**src/rtl/uart_pkg.sv**
```systemverilog
// Shared definitions for the UART receiver: FSM encoding, data width and line idle level.
// The PARITY state exists only when UART_RX_PARITY_EN is defined.
package uart_pkg;

  localparam int unsigned DATA_BITS = 8;
  localparam logic IDLE_LEVEL = 1'b1;

`ifdef UART_RX_PARITY_EN
  typedef enum logic [2:0] {
    StIdle,
    StStart,
    StData,
    StParity,
    StStop,
    StWaitIdle
  } uart_state_e;
`else
  typedef enum logic [2:0] {
    StIdle,
    StStart,
    StData,
    StStop,
    StWaitIdle
  } uart_state_e;
`endif

endpackage

```
**src/rtl/bit_sync.sv**
```systemverilog
// Two-flop synchronizer for a single asynchronous bit, with a parameterised reset value.
module bit_sync #(
  parameter logic ResetVal = 1'b1
) (
  input  logic clk_i,
  input  logic rst_i,
  input  logic d_i,
  output logic q_o
);

  logic [1:0] sync_q;

  always_ff @(posedge clk_i) begin
    if (rst_i) begin
      sync_q <= {2{ResetVal}};
    end else begin
      sync_q <= {sync_q[0], d_i};
    end
  end

  assign q_o = sync_q[1];

endmodule

```
**src/rtl/uart_rx.sv**
```systemverilog
// 8-bit UART receiver, LSB first, mid-bit sampling from a synchronized line.
// Define UART_RX_PARITY_EN to compile in the even-parity bit and its check.
module uart_rx
  import uart_pkg::*;
#(
  parameter int unsigned CLKS_PER_BIT = 16
) (
  input  logic       clk,
  input  logic       rst,
  input  logic       rx,
  output logic [7:0] data_out,
  output logic       data_valid,
  output logic       busy,
  output logic       frame_err,
  output logic       parity_err
);

  localparam int unsigned CntW = $clog2(CLKS_PER_BIT);
  localparam int unsigned BitW = $clog2(DATA_BITS);
  localparam logic [CntW-1:0] CntFull = CntW'(CLKS_PER_BIT - 1);
  localparam logic [CntW-1:0] CntHalf = CntW'(CLKS_PER_BIT / 2 - 1);
  localparam logic [BitW-1:0] LastBit = BitW'(DATA_BITS - 1);

  logic rx_s;

  bit_sync #(
    .ResetVal(IDLE_LEVEL)
  ) u_bit_sync (
    .clk_i(clk),
    .rst_i(rst),
    .d_i  (rx),
    .q_o  (rx_s)
  );

  uart_state_e state_q, state_d;
  logic [CntW-1:0] cnt_q, cnt_d;
  logic [BitW-1:0] bit_q, bit_d;
  logic [7:0] shreg_q, shreg_d;
  logic [7:0] data_q, data_d;
  logic dv_q, dv_d;
  logic ferr_q, ferr_d;

`ifdef UART_RX_PARITY_EN
  logic par_pend_q, par_pend_d;
  logic perr_q, perr_d;
`endif

  always_comb begin
    state_d = state_q;
    cnt_d   = cnt_q;
    bit_d   = bit_q;
    shreg_d = shreg_q;
    data_d  = data_q;
    dv_d    = 1'b0;
    ferr_d  = 1'b0;
`ifdef UART_RX_PARITY_EN
    par_pend_d = par_pend_q;
    perr_d     = 1'b0;
`endif

    unique case (state_q)
      StIdle: begin
        if (rx_s != IDLE_LEVEL) begin
          state_d = StStart;
          cnt_d   = '0;
        end
      end
      StStart: begin
        if (cnt_q == CntHalf) begin
          cnt_d   = '0;
          bit_d   = '0;
          // A high line at mid-start is treated as a glitch and dropped silently.
          state_d = (rx_s == IDLE_LEVEL) ? StIdle : StData;
`ifdef UART_RX_PARITY_EN
          par_pend_d = 1'b0;
`endif
        end else begin
          cnt_d = cnt_q + 1'b1;
        end
      end
      StData: begin
        if (cnt_q == CntFull) begin
          cnt_d   = '0;
          shreg_d = {rx_s, shreg_q[7:1]};
          if (bit_q == LastBit) begin
`ifdef UART_RX_PARITY_EN
            state_d = StParity;
`else
            state_d = StStop;
`endif
          end else begin
            bit_d = bit_q + 1'b1;
          end
        end else begin
          cnt_d = cnt_q + 1'b1;
        end
      end
`ifdef UART_RX_PARITY_EN
      StParity: begin
        if (cnt_q == CntFull) begin
          cnt_d      = '0;
          par_pend_d = (rx_s != ^shreg_q);
          state_d    = StStop;
        end else begin
          cnt_d = cnt_q + 1'b1;
        end
      end
`endif
      StStop: begin
        if (cnt_q == CntFull) begin
          cnt_d = '0;
          if (rx_s == IDLE_LEVEL) begin
            state_d = StIdle;
`ifdef UART_RX_PARITY_EN
            if (par_pend_q) begin
              perr_d = 1'b1;
            end else begin
              data_d = shreg_q;
              dv_d   = 1'b1;
            end
`else
            data_d = shreg_q;
            dv_d   = 1'b1;
`endif
          end else begin
            ferr_d  = 1'b1;
            state_d = StWaitIdle;
          end
        end else begin
          cnt_d = cnt_q + 1'b1;
        end
      end
      StWaitIdle: begin
        if (rx_s == IDLE_LEVEL) begin
          state_d = StIdle;
        end
      end
      default: state_d = StIdle;
    endcase
  end

  always_ff @(posedge clk) begin
    if (rst) begin
      state_q <= StIdle;
      cnt_q   <= '0;
      bit_q   <= '0;
      shreg_q <= '0;
      data_q  <= '0;
      dv_q    <= 1'b0;
      ferr_q  <= 1'b0;
    end else begin
      state_q <= state_d;
      cnt_q   <= cnt_d;
      bit_q   <= bit_d;
      shreg_q <= shreg_d;
      data_q  <= data_d;
      dv_q    <= dv_d;
      ferr_q  <= ferr_d;
    end
  end

`ifdef UART_RX_PARITY_EN
  always_ff @(posedge clk) begin
    if (rst) begin
      par_pend_q <= 1'b0;
      perr_q     <= 1'b0;
    end else begin
      par_pend_q <= par_pend_d;
      perr_q     <= perr_d;
    end
  end

  assign parity_err = perr_q;
`else
  assign parity_err = 1'b0;
`endif

  assign data_out   = data_q;
  assign data_valid = dv_q;
  assign frame_err  = ferr_q;
  assign busy       = (state_q != StIdle);

endmodule

```
**config.mk**
```make
export PLATFORM = sky130hd
export DESIGN_NAME = uart_rx
export DESIGN_NICKNAME = d
export VERILOG_FILES = /design/src/rtl/uart_pkg.sv /design/src/rtl/bit_sync.sv /design/src/rtl/uart_rx.sv
export SDC_FILE = /design/constraint.sdc
export NUM_CORES = 1
export LEC_CHECK = 0
export ABC_CLOCK_PERIOD_IN_PS = 3570
export CORE_ASPECT_RATIO = 0.8
export CORE_MARGIN = 8
export CORE_UTILIZATION = 65
export CTS_BUF_LIST = sky130_fd_sc_hd__clkbuf_8
export CTS_CLUSTER_SIZE = 30
export DETAILED_ROUTE_END_ITERATION = 8
export DONT_BUFFER_PORTS = 1
export PLACE_DENSITY = 0.81
export SYNTH_ARGS = -nofsm -noshare
export SYNTH_HDL_FRONTEND = slang
export SYNTH_SLANG_ARGS = --single-unit
```
**constraint.sdc**
```tcl
create_clock -name clk -period 3.57 [get_ports clk]
set_input_delay 0.714 -clock clk [delete_from_list [all_inputs] [get_ports clk]]
set_output_delay 0.714 -clock clk [all_outputs]
set_load 0.05 [all_outputs]
```
Yosys cells after proc, flatten, opt, wreduce, memory -nomap -nowiden
Index checks and enable logic that the tools add are counted.
{ "word_totals": {"latchBits": 0, "n_memories": 0, "wordCells": 56, "regBits": 30, "ramBits": 0, "romBits": 0} }
{ "classes": {"div_mod_pow": 0, "order_cmp": 0, "muxes": 19, "shift": 0, "n_eq_ne": 14, "mul": 0, "n_bitwise": 2, "reduce_logical": 11, "addsub": 2} }
{ "ops": {"columns": ["op", "count"], "rows": [
  ["3-bit two-way mux", 10],
  ["3-bit case mux with 5 select lines", 1],
  ["4-bit two-way mux", 3],
  ["2-bit != test (second input constant)", 6],
  ["4-bit case mux with 3 select lines", 1],
  ["3-bit by 2-bit equality test with 1-bit output (second input constant)", 2],
  ["3-bit equality test (second input constant)", 2],
  ["3-bit case mux with 2 select lines", 1],
  ["6-bit AND reduction", 1],
  ["3-bit nonzero test", 2],
  ["4-bit by 1-bit adder with 4-bit output (second input constant)", 1],
  ["4-bit by 3-bit equality test with 1-bit output (second input constant)", 1],
  ["4-bit equality test (second input constant)", 1],
  ["2-bit AND reduction", 2],
  ["4-bit AND reduction", 1],
  ["3-bit by 1-bit adder with 3-bit output (second input constant)", 1],
  ["3-bit by 1-bit equality test with 1-bit output (second input constant)", 1],
  ["3-bit logical NOT", 1],
  ["3-bit AND reduction", 1],
  ["3-bit OR reduction", 1],
  ["1-bit two-way mux", 2],
  ["2-bit two-way mux", 1],
  ["2-bit by 1-bit != test with 1-bit output (second input constant)", 1],
  ["1-bit NOT", 2],
  ["2 further kinds", 2]
]} }

Depth between registers and ports, before layout
{ "logic_depth": {"ltp_word": 4, "depth_mapped": 6, "depth_no_buf": 6} }

By module
Synthesis repeated with hierarchy kept, for this count alone.
{ "hier_totals": {"cells_unflattened": 133, "area_unflattened_um2": 1267.5} }
{ "by_module_without_submodules": {"columns": ["module", "cells_per_inst", "seq_area_each_um2", "instances", "area_each_um2"], "rows": [
  ["uart_rx", 129, 560.5, 1, 1214.9],
  ["bit_sync", 4, 40.0, 1, 52.6]
]} }

Worst setup path before layout
OpenSTA, ideal clock, no wires.
{ "synth_path": {"path_kind": "register to output", "from": "register state_q[2]", "to": "output port busy", "slack_ns": 1.761, "t_required_ns": 2.856, "t_arrival_ns": 1.095, "stages_incl_launch_ff": 3, "n_path_buf": 1, "cell_sequence": "dfxtp_1 -> clkbuf_1 -> or3_1"} }
{ "synth_between": {"elab_chain_len": 1} }
{ "synth_rtl": {"columns": ["item", "line_no", "text"], "rows": [
  ["start: declaration", "uart_rx.sv:35", "uart_state_e state_q, state_d;"],
  ["start signal: assignment", "uart_rx.sv:144", "state_q <= StIdle;"],
  ["start signal: assignment", "uart_rx.sv:152", "state_q <= state_d;"],
  ["3-bit nonzero test", "uart_rx.sv:181", "assign busy = (state_q != StIdle);"],
  ["end: declaration", "uart_rx.sv:13", "output logic busy,"]
]} }
Every way passes these cells.

Final worst setup path
Ends and elaborated chain as after synthesis.

==> results by group <==
Outcome
  – Status: finished clean

Setup path
  – Crit path cell chain: or3_1
  – Startpoint types: register
  – Slowest-stage cell, CP: dfxtp_1
  – R2R Setup Slk: 1.72 ns
  – Worst setup EP type: output pin
  – CP peak stage delay: 0.61 ns
  – Top Family by Delay on Critical Path: flip-flops
  – Critical path buffers and inverters: 0
  – FF-to-FF path depth: 5
  – Crit path DAT: 1.36 ns
  – Critical Path Source: state_q[2]
  – WP data required: 2.86 ns
  – Crit-path max FO: 13
  – R2R Path End: shreg_q[7]
  – Setup CP Type: register to output pin
  – CP Depth: 1
  – Worst Setup EP: busy
  – Worst r2r src: cnt_q[0]

Clocking
  – Clock Latency Late Sink: 0.28 ns
  – CTS Hold Buffers Added: 0
  – Post-cts sizing count: 0
  – Largest buffer count on any clock path: 2
  – Clk slew on worst S/H paths: 0.06 ns
  – CTS buffer count: 5
  – Clk sinks: 30
  – H-tree levels: 2
  – Post-CTS Setup Repair Bufs: 0
  – Root buf cell: clkbuf_8
  – CTS tree: built

Drt
  – Iteration-0 DRC Markers: 53
  – Post-route ant nets: 0
  – TritonRoute pass-1 iters: 4
  – Number of remaining DRC errors: 0
  – Mean routed wirelength per cell: 14.8 um
  – WL final: 2.34 mm
  – DR vias/cell: 5.76
  – Via count: 910

Global route
  – Vias in the first global route: 875
  – Largest net degree at the start of global routing: 32
  – Global-route wire length before repair: 4.04 mm
  – Overflow after GRT: 0
  – Initial antenna violation count: 0
  – Total track usage: 14.1%

Synth
  – Distinct cells, synth: 33
  – Mux cell area share after synthesis: 16.3%
  – EDFF count, synth: 0
  – Syn_nets: 142
  – Syn avg cell area: 9.49 um2
  – Synth Area in Compound Gates: 5.33%
  – Largest family of logic cells by synthesized area: simple AND/OR/NAND/NOR gates
  – Seq/Total Area, Yosys: 46.5%
  – Syn Std Cell Area: 1290 um2
  – Count of state elements after synthesis: 30
  – XOR/XNOR Fraction of Synth Area: 0%
  – Yosys warning total: 0
  – Adder-Cell Fraction of Synth Area: 2.91%
  – Ys async rst share: 0%
  – Post-synth top area share: 46.5%
  – Cells after synthesis: 136
  – Synth top cells by count: dfxtp_1, nor2_1, mux2i_1
  – Synth top area cells: dfxtp_1, mux2i_1, nor2_1, ha_1, nand2b_1
  – Post-Synth Simple-Gate Area: 25.1%
  – Most common cell in the netlist: dfxtp_1
  – Yosys top cell by area: dfxtp_1
  – Dominant synthesized flop cell: dfxtp_1

Cells and area
  – # fillers: 124
  – Share of cells above drive strength 1: 7.46%
  – Area delta synth->final: 9.79%
  – Layout Utilization: 75.6%
  – ANT cells: 0
  – Post-route cell area: 1420 um2
  – Number of nets in the layout: 139

Timing
  – Max Slew Vio Count: 0
  – Final-report hold violation count: 0
  – Setup violators final: 0
  – RSZ-0062 raised after global routing: no
  – Max Clock Skew: 0.00445 ns
  – Post-route minimum period: 2.08 ns
  – Max_slew headroom: 53.5%
  – TNS Setup: 0 ns
  – Tightest Pin Transition: 0.692 ns
  – F_max: 0.481 GHz
  – Final period util: 58.2%

Floorplan
  – Die height: 55.9 um
  – Die Wd: 65.8 um
  – Row count: 14
  – IO Pins: 15
  – Core ar.: 1870 um2
  – Initial core utilization: 68.9%
  – Die area: 3680 um2

Pwr
  – Switching portion of total power: 17.3%
  – Lkg Pwr: 0.586 nW
  – Comb pwr share: 1.8%
  – Power per cell area: 546 nW/um2
  – Switching Power: 0.000134 W
  – Peak VDD IR: 0.428 mV
  – Seq pwr share: 44.0%
  – Clock power frac: 54.2%
  – Internal Power: 0.000640 W

Placement
  – Final HPWL DP: 1.59 mm
  – Placer Congestion: 0.837
  – Dpl cell area: 1270 um2
  – IO buf count: 0

Hold path
  – Tightest Hold Check Type: register to register

Run
  – Max Cap Viol: 0
==> layer usage <==
metal,share of wire (%),track usage (%)
met1,44,15.7
met4,1.1,6.83
met3,8.0,7.04
met5,0,0
met2,47,21.5
==> power by group through the flow <==
stage | sequential [W] | clock (W) | combinational, W
2_1_floorplan | 0.000347 | 0 | 0.0000187
3_3_place_gp | 0.000348 | 0 | 0.0000141
4_1_cts | 0.000341 | 0.000424 | 0.0000140
6_report | 0.000341 | 0.000419 | 0.0000141
3_5_place_dp | 0.000348 | 0 | 0.0000140
5_1_grt | 0.000341 | 0.000441 | 0.0000152
==> cells in the final DEF (no fill, tap or decap), drive strengths merged <==
cell type,count
mux2i,21
conb,1
nor3,5
dfxtp,30
a21oi,1
nor3b,3
nand2,7
clkbuf,6
o21ai,3
and3b,1
nor2b,2
a41o,1
nand2b,5
a2bb2oi,1
ha,3
a311oi,1
or3,4
or2,2
and4,1
nand3,3
a31oi,1
bufinv,2
a21o,1
nor2,24
a211oi,1
nor4bb,1
nor4,2
and3,1
==> metrics by stage <==
step	cells	total power, W	hold slack [ns]	setup WS, ns
detailed placement	150	0.000362	0.394	1.75
global route	158	0.000797	0.431	1.42
floorplan	136	0.000365	0.383	1.76
finish	158	0.000774	0.405	1.49
CTS	158	0.000779	0.409	1.48
global placement	150	0.000362	0.389	1.78
==> worst min path at each step <==
| stage | startpoint | to | slack [ns] | cells past startpoint |
|---|---|---|---|---|
| 6_report | u_bit_sync.sync_q[0] | u_bit_sync.sync_q[1] | 0.40 | 1 |
| 3_5_place_dp | u_bit_sync.sync_q[0] | u_bit_sync.sync_q[1] | 0.39 | 1 |
| 5_1_grt | u_bit_sync.sync_q[0] | u_bit_sync.sync_q[1] | 0.43 | 1 |
| 2_1_floorplan | u_bit_sync.sync_q[0] | u_bit_sync.sync_q[1] | 0.38 | 1 |
| 3_3_place_gp | u_bit_sync.sync_q[0] | u_bit_sync.sync_q[1] | 0.39 | 1 |
| 4_1_cts | u_bit_sync.sync_q[0] | u_bit_sync.sync_q[1] | 0.41 | 1 |
==> state kept, by name, indices dropped and copies added, names as in the netlist <==
name	cells
data_out	8
bit_q	3
shreg_q	8
frame_err	1
u_bit_sync.sync_q	2
state_q	3
data_valid	1
cnt_q	4
==> cell families after synthesis <==
| group | after synthesis |
|---|---|
| buffers and inverters | 10 |
| other | 1 |
| multiplexers | 21 |
| flip-flops | 30 |
| AND/OR/NAND/NOR | 61 |
| adder cells (fa/ha/maj) | 3 |
| AO/OA/AOI/OAI | 10 |
==> area by class of cell <==
| cell class | instances | area, um2 | share of cell area, % |
|---|---|---|---|
| sequential | 30 | 601 | 42.4 |
| clock buffer | 6 | 82.6 | 5.83 |
| multi-input combinational | 96 | 644 | 45.5 |
| tap | 24 | 30.0 | 2.12 |
| clock inverter | 2 | 60.1 | 4.24 |
(Power assumes the default switching activity.)
